## src/rtl/reset_sequencer_n_pkg.sv

```systemverilog
// Shared state encodings for the board-level reset sequencer.
// The encodings are plain localparams so legacy tools and debug scripts can decode seq_state directly.
package rst_seq_pkg;

  localparam int STATE_W = 2;

  localparam logic [STATE_W-1:0] ST_WAIT_LOCK = 2'd0;
  localparam logic [STATE_W-1:0] ST_HOLD      = 2'd1;
  localparam logic [STATE_W-1:0] ST_RELEASE   = 2'd2;
  localparam logic [STATE_W-1:0] ST_RUN       = 2'd3;

endpackage

```

## src/rtl/reset_sequencer_n_sync_2ff.sv

```systemverilog
// Generic two-flop synchroniser for slow level signals crossing into clk.
// Both stages clear to 0 on the synchronous reset.
module sync_2ff #(
  parameter int WIDTH = 1
) (
  input  logic             clk,
  input  logic             reset,
  input  logic [WIDTH-1:0] d,
  output logic [WIDTH-1:0] q
);

  logic [WIDTH-1:0] meta_q;
  logic [WIDTH-1:0] sync_q;

  // NOTE: non-blocking assignments let both stages sample the old values, so this stays a two-stage shift.
  always_ff @(posedge clk) begin
    if (reset) begin
      meta_q <= '0;
      sync_q <= '0;
    end else begin
      meta_q <= d;
      sync_q <= meta_q;
    end
  end

  assign q = sync_q;

endmodule

```

## src/rtl/reset_sequencer_n.sv

```systemverilog
// Multi-channel reset sequencer: filtered PLL lock, fixed hold, then in-order channel release.
// The sequencer restarts on lock loss (back to WAIT_LOCK) or on a soft request (back to HOLD).
module reset_sequencer_n
  import rst_seq_pkg::*;
#(
  parameter int NUM_CH      = 4,
  parameter int LOCK_FILTER = 8,
  parameter int HOLD_CYCLES = 100,
  parameter int STAGE_GAP   = 16,
  parameter int CNT_W       = 16
) (
  input  logic               clk,
  input  logic               reset,
  input  logic               pll_locked,
  input  logic               soft_req,
  output logic [NUM_CH-1:0]  rst_ch,
  output logic               all_released,
  output logic [STATE_W-1:0] seq_state
);

  localparam int IDX_W = $clog2(NUM_CH + 1);

  localparam logic [CNT_W-1:0] LOCK_LAST = CNT_W'(LOCK_FILTER - 1);
  localparam logic [CNT_W-1:0] HOLD_LAST = CNT_W'(HOLD_CYCLES - 1);
  localparam logic [CNT_W-1:0] GAP_LAST  = CNT_W'(STAGE_GAP - 1);
  localparam logic [IDX_W-1:0] IDX_LAST  = IDX_W'(NUM_CH - 1);

  logic                locked_s;
  logic [STATE_W-1:0]  state_q, state_d;
  logic [CNT_W-1:0]    cnt_q, cnt_d;
  logic [IDX_W-1:0]    idx_q, idx_d;
  logic [NUM_CH-1:0]   rst_ch_q, rst_ch_d;
  logic                all_released_q, all_released_d;

  sync_2ff #(
    .WIDTH (1)
  ) u_lock_sync (
    .clk   (clk),
    .reset (reset),
    .d     (pll_locked),
    .q     (locked_s)
  );

  always_comb begin
    // NOTE: every next-state signal takes its current value first, so no path through the logic infers a latch.
    state_d        = state_q;
    cnt_d          = cnt_q;
    idx_d          = idx_q;
    rst_ch_d       = rst_ch_q;
    all_released_d = all_released_q;

    if (state_q != ST_WAIT_LOCK && !locked_s) begin
      // Lock loss outranks a simultaneous soft request.
      state_d        = ST_WAIT_LOCK;
      cnt_d          = '0;
      idx_d          = '0;
      rst_ch_d       = '1;
      all_released_d = 1'b0;
    end else begin
      case (state_q)
        ST_WAIT_LOCK: begin
          rst_ch_d       = '1;
          all_released_d = 1'b0;
          if (!locked_s) begin
            cnt_d = '0;
          end else if (cnt_q == LOCK_LAST) begin
            state_d = ST_HOLD;
            cnt_d   = '0;
          end else begin
            cnt_d = cnt_q + CNT_W'(1);
          end
        end

        ST_HOLD: begin
          if (soft_req) begin
            cnt_d = '0;
          end else if (cnt_q == HOLD_LAST) begin
            cnt_d       = '0;
            rst_ch_d[0] = 1'b0;
            if (NUM_CH == 1) begin
              state_d        = ST_RUN;
              all_released_d = 1'b1;
            end else begin
              state_d = ST_RELEASE;
              idx_d   = IDX_W'(1);
            end
          end else begin
            cnt_d = cnt_q + CNT_W'(1);
          end
        end

        ST_RELEASE: begin
          if (soft_req) begin
            state_d        = ST_HOLD;
            cnt_d          = '0;
            idx_d          = '0;
            rst_ch_d       = '1;
            all_released_d = 1'b0;
          end else if (cnt_q == GAP_LAST) begin
            for (int i = 0; i < NUM_CH; i++) begin
              if (IDX_W'(i) == idx_q) rst_ch_d[i] = 1'b0;
            end
            cnt_d = '0;
            idx_d = idx_q + IDX_W'(1);
            if (idx_q == IDX_LAST) begin
              state_d        = ST_RUN;
              all_released_d = 1'b1;
            end
          end else begin
            cnt_d = cnt_q + CNT_W'(1);
          end
        end

        ST_RUN: begin
          if (soft_req) begin
            state_d        = ST_HOLD;
            cnt_d          = '0;
            idx_d          = '0;
            rst_ch_d       = '1;
            all_released_d = 1'b0;
          end
        end

        default: begin
          state_d        = ST_WAIT_LOCK;
          cnt_d          = '0;
          idx_d          = '0;
          rst_ch_d       = '1;
          all_released_d = 1'b0;
        end
      endcase
    end
  end

  always_ff @(posedge clk) begin
    if (reset) begin
      state_q        <= ST_WAIT_LOCK;
      cnt_q          <= '0;
      idx_q          <= '0;
      rst_ch_q       <= '1;
      all_released_q <= 1'b0;
    end else begin
      state_q        <= state_d;
      cnt_q          <= cnt_d;
      idx_q          <= idx_d;
      rst_ch_q       <= rst_ch_d;
      all_released_q <= all_released_d;
    end
  end

  assign rst_ch       = rst_ch_q;
  assign all_released = all_released_q;
  assign seq_state    = state_q;

endmodule

```

## config.mk

```make
export PLATFORM = sky130hd
export DESIGN_NAME = reset_sequencer_n
export DESIGN_NICKNAME = d
export VERILOG_FILES = /design/src/rtl/reset_sequencer_n_pkg.sv /design/src/rtl/reset_sequencer_n_sync_2ff.sv /design/src/rtl/reset_sequencer_n.sv
export SDC_FILE = /design/constraint.sdc
export NUM_CORES = 1
export LEC_CHECK = 0
export ABC_AREA = 1
export BUFFER_PORTS_ARGS = -buffer_cell sky130_fd_sc_hd__buf_4
export CORE_MARGIN = 8
export CORE_UTILIZATION = 41
export DETAILED_ROUTE_END_ITERATION = 6
export GPL_ROUTABILITY_DRIVEN = 0
export GPL_TIMING_DRIVEN = 0
export SLEW_MARGIN = 20
export SYNTH_ARGS = -nofsm -noshare
export SYNTH_HDL_FRONTEND = slang
export SYNTH_SLANG_ARGS = --single-unit
```

## constraint.sdc

```tcl
create_clock -name clk -period 2.26 [get_ports clk]
set_clock_uncertainty 0.15 [all_clocks]
set_input_delay 0 -clock clk [delete_from_list [all_inputs] [get_ports clk]]
set_output_delay 0 -clock clk [all_outputs]
set_load 0.02 [all_outputs]
```

After elaboration in Yosys (flattened, before gate mapping)
Index checks and enable logic that the tools add are counted.

Bits in registers: 28. Input bits: 4. Output and inout bits: 7. Word-level logic and storage cells: 87.

$add $sub $neg: 2. Equality and inequality tests: 21. Mux-type cells: 39. Reduce and logical (&&, ||, !) cells: 15.

Operators by type and width (count): $mux W16 (7); $pmux W16 S4 (1); $ne A3 B3 Y1 const B (6); $pmux W3 S3 (2); $add A16 B1 Y16 const B (1); $eq A16 B3 Y1 const B (1); $eq A16 B4 Y1 const B (1); $eq A16 B7 Y1 const B (1); $mux W2 (8); $reduce_and A4 Y1 (4); $mux W3 (5); $mux W4 (3); $mux W1 (10); $reduce_and A5 Y1 (2); $ne A2 B2 Y1 const B (4); $pmux W2 S4 (1); $reduce_and A7 Y1 (1); $eq A2 B3 Y1 const A (2); $reduce_bool A3 Y1 (2); $eq A2 B2 Y1 const B (2); $pmux W1 S4 (1); $add A3 B1 Y3 const B (1); $eq A1 B3 Y1 const A (1); $eq A3 B2 Y1 const B (1); other kinds (9) (9).

Logic depth before layout (Yosys ltp)
Word-level depth: 5. Depth in mapped cells: 11. Gate-level depth less buffers: 11.

Cells and area by module
Synthesis repeated with hierarchy kept, for this count alone.

Cell total of the unflattened synthesis: 222. Area, all modules: 1637.8 um^2.

By module, submodules not included: reset_sequencer_n (times used 1, cells an instance 216, area an instance 1582.8 um^2, seq. area each 520.5 um^2); sync_2ff (times used 1, cells an instance 6, area an instance 55.1 um^2, seq. area each 40.0 um^2).

Least setup slack after synthesis
No wires, ideal clock.

Path kind: register -> register. Start point: register state_q[1] (netlist: seq_state[1]). End point: register state_q[0] (netlist: seq_state[0]). Library setup time: 0.112 ns. Arrival: 1.502 ns. Required time: 1.998 ns. Path slack: 0.496 ns. Stages on the path, launching flop included: 9. Path buffers: 0. Clock period less this slack: 1.764 ns. Path through: dfxtp_1 ha_1 nand2_1 nor2_1 nor2_1 and2_1 and2_1 nor2_1 nor2_1.

Word-level cells in the longest chain between the ends: 3. Elaborated cells between the ends (all ways): 16. Those cells by class: eq/ne (10); mux (1); reduce/logical (5).

Ends and longest elaborated chain: start: declaration (line reset_sequencer_n.sv:29) `logic [STATE_W-1:0] state_q, state_d;`; start signal: assignment (line reset_sequencer_n.sv:143) `state_q <= state_d;`; $eq A2 B2 Y1, or another cell as far along (line reset_sequencer_n.sv:60) `case (state_q)`; $ne A3 B3 Y1 (no source line), or another cell as far along; $reduce_and A7 Y1 (no source line) or $reduce_or A2 Y1 (tied branches).

Parallel ways exist; a longest one is shown, timed or not. A chain may end at the register's enable or synchronous reset.

Worst setup path in the final report
Start point: register state_q[0] (netlist: seq_state[0]). End point: register idx_q[2].

Word-level cells in the longest chain between the ends: 3. Elaborated cells between the ends (all ways): 13. Those cells by class: eq/ne (7); mux (1); reduce/logical (5).

Ends and longest elaborated chain: $eq A2 B2 Y1, or another cell as far along (line reset_sequencer_n.sv:60); $ne A3 B3 Y1 (no source line), or another cell as far along; $reduce_and A5 Y1 (no source line) or $reduce_or A2 Y1 (tied branches); end signal: assignment (line reset_sequencer_n.sv:145) `idx_q <= idx_d;`; end: declaration (line reset_sequencer_n.sv:31) `logic [IDX_W-1:0] idx_q, idx_d;`.

Parallel ways exist; a longest one is shown, timed or not.

==> results.md <==
- The run finished with clean final reports.
- The maximum clock insertion buffer count is 2.
- Dividing total power by cell area gives a power density of 495.9 nW/µm².
- The first TritonRoute pass finished after 4 iterations.
- The core outline area is 3914 µm².
- The initial core utilization is 0.4140.
- The number of enable flip-flop cells after synthesis is 0.
- The worst min-delay path category is input port to register.
- Across the VDD grid, the largest voltage drop is 0.2125 mV.
- The post-CTS resize count is 0.
- The critical path is of the register to register type.
- Measured against its own limit, the worst slew margin works out to 0.7067.
- The pin slew with the least headroom to its limit is 0.4399 ns.
- The number of antenna violations at the first check in global routing was 0.
- In this run the static leakage power is 0.8167 nW.
- The number of nets in the synthesized netlist is 240.
- The initial DRC count is 65.
- The fraction of registers with async set or reset after synthesis is 0.
- The signal on the critical path passes through inv_1, ha_1, inv_1, a21oi_1, clkbuf_1, o21ai_0, nor2_1.
- Setup repair after global routing left no endpoint under its margin.
- Dividing the detail-routed wire length by the instance count gives 10.14 µm.
- The cell sitting at the root of the clock tree is a clkbuf_8.
- Buffers placed on the I/O ports in this run total 10.
- The largest net degree at the start of global routing is 17.
- The required arrival time at the worst endpoint is 2.32 ns.
- Compared with the post-synthesis result, the final layout area differs by 14.13%.
- Once layout is complete, the utilization of the core stands at 0.4725.
- The kind of capture point of the worst setup path is a register.
- Synthesis instantiated 26 different standard cells from the library.
- The number of standard cells after synthesis is 225.
- Averaged over all synthesized cells, the footprint is 7.201 µm².
- The final hold violation count is 0.
- The number of antenna cells inserted is 0.
- The wire length of the first global-routing pass is 5520 µm.
- The final critical-path share of the clock period is 0.8417.
- At the later pin of the worst-skew pair, clock insertion delay measures 0.28 ns.
- The TritonCTS clock tree is done.
- After floorplanning, the core was divided into 23 placement rows.
- The highest cell delay on the worst timing path is 0.40 ns.
- For this run, design rule violations remaining after detail routing come to 0.
- The total global-route track usage is 0.1066.
- Counting instances in the post-synthesis netlist gives the leading cell types as nor2_1 (47), nand2_1 (46), dfxtp_1 (28).
- The layout net count is 257.
- The floorplan step set the die width to 78.87 µm.
- The part of the Yosys area used for sequential elements is 0.3459.
- For this block, the routed nets add up to 2950 µm of wire.
- Among all cell types in the netlist, the one instantiated most often is nor2_1.
- The post-DP HPWL is 2326 µm.
- The accumulated negative setup slack is 0 ns.
- The detail-routed via count per cell is 4.515.
- The overall overflow remaining after global route is 0.
- Final hold analysis gives a worst-case slack of 0.05763 ns.
- The final route contains 1,314 vias.
- 11 I/O pins were placed.
- The height of the die is 78.87 µm.
- Once detail routing completed, the nets flagged for antenna violations numbered 0.
- Buffers inserted during clock tree synthesis total 3.
- The total count of max-transition violations in the final report is 0.
- dfxtp_1 takes more of the synthesized area than any other cell.
- The element type at the critical path start is a register.
- Ranked by total cell area, the synthesized netlist is headed by dfxtp_1 (35%), nor2_1 (11%), nand2_1 (11%), ha_1 (8.5%), inv_1 (6.0%).
- Yosys printed 0 warnings.
- The number of max-capacitance violations reported is 0.
- Setup violations remaining at the end of the flow were counted as 0.
- The cell area after synthesis is 1620 µm².
- Synthesis inferred 28 register bits.
- The CTS clock-pin slew for the worst setup and hold paths is 0.10 ns.
- The via count of the first global-routing pass is 1,315.
- The share of the synthesized area in the top cell type is 0.3459.
- In the final layout, the share of cells above drive strength 1 is 0.1369.
- The arrival time reported for the critical path endpoint is 1.96 ns.
- The clock net sink count is 28.
- Derived from the worst setup path, the maximum achievable clock frequency is 525.7 MHz.
- The cell with the largest stage delay on the worst path is clkbuf_1.
- Subtracting the final worst setup slack from the clock period gives 1.902 ns.
- The highest net fanout along the worst path is 10.
- The level count of the clock H-tree is 1.
- In the synthesized netlist the dominant register cell turns out to be dfxtp_1.
- The floorplan die area is 6220 µm².
- By instance count, the cell type seen most on the critical path is inv_1.
[timing repair]
| item | CTS | global route |
|---|---|---|
| hold endpoints to repair | 7 | 0 |
| buffers inserted | 0 | 0 |
| hold buffers | 2 | 0 |
[placed cells by master, fill, tap and decap left out]
cell	n
a21oi_1	6
and2_1	2
buf_4	10
buf_6	1
bufinv_16	1
clkbuf_1	1
clkbuf_8	3
clkinv_1	1
dfxtp_1	28
dlygate4sd3_1	2
ha_1	11
inv_1	26
inv_2	1
nand2_1	46
nand2_2	4
nand2_4	3
nand3_1	11
nand3_2	1
nand3_4	1
nand3b_1	1
nand4_1	5
nand4_4	1
nor2_1	47
nor2_2	4
nor2_4	3
nor3_1	1
o21ai_0	6
o22ai_1	3
xnor2_1	3
xor2_1	8
[state kept, by name (all words and copies together) (netlist names)]
register and flops:
rst_ch 4, cnt_q 16, u_lock_sync.q 1, u_lock_sync.meta_q 1, seq_state 2, idx_q 3, all_released 1
[worst paths after layout]
check	cells after the start	startpoint	slack (ns)	to
setup / recovery	7	seq_state[0]	0.36	idx_q[2]
hold / removal	7	soft_req	0.06	rst_ch[0]
setup reg to reg	7	seq_state[0]	0.36	idx_q[2]
hold reg to reg	2	u_lock_sync.meta_q	0.27	u_lock_sync.q
[through the flow]
step | std cells | setup WS [ns] | power [mW] | instance area (µm²)
after floorplan | 225 | 0.4962 | 0.5228 | 1620
after global placement | 285 | 0.3231 | 0.5316 | 1758
after detailed placement | 285 | 0.3441 | 0.5313 | 1758
after CTS | 291 | 0.3167 | 0.9312 | 1849
after global routing | 291 | 0.1063 | 0.9525 | 1849
final | 291 | 0.3578 | 0.9170 | 1849
[cell type report]
class	instances	area [µm²]
Tap cell	50	62.56
Clock buffer	3	41.29
Buffer	2	15.01
Inverter	28	105.1
Clock inverter	1	30.03
Timing Repair Buffer	12	95.09
Sequential cell	28	560.5
Fill cell	407	2064
Multi-Input combinational cell	167	939.7
[where the power goes]
| group | leakage, nW | total [mW] | switching (mW) | internal (mW) |
|---|---|---|---|---|
| logic | 0.555 | 0.0254 | 0.0141 | 0.0113 |
| registers | 0.226 | 0.497 | 0.00158 | 0.495 |
| clock network | 0.0357 | 0.395 | 0.158 | 0.237 |
| total | 0.817 | 0.917 | 0.173 | 0.744 |
[cells by family (layout without fill, tap and decap cells)]
| family | after synthesis | in the layout | synth area share |
|---|---|---|---|
| simple gates | 130 | 130 | 0.3869 |
| buf+inv | 30 | 46 | 0.07412 |
| flops | 28 | 28 | 0.3459 |
| compound gates | 15 | 15 | 0.04865 |
| fa+ha+maj | 11 | 11 | 0.08494 |
| xor+xnor | 11 | 11 | 0.05946 |
[metal layers]
layer  part of all wire  wire length, µm  GRT usage
met5                  0                0          0
met1               0.51             1506     0.1281
met4             0.0088               26    0.05000
met3              0.022               65    0.02596
met2               0.46             1352     0.1748
[worst max-delay path: cells and delay by family, from the launching register on]
family | cells | cell delay (ns)
buffers and inverters | 3 | 0.57
AO/OA/AOI/OAI | 2 | 0.43
AND/OR/NAND/NOR | 1 | 0.11
flip-flops | 1 | 0.38
adder cells (fa/ha/maj) | 1 | 0.18
(Power assumes the default switching activity.)
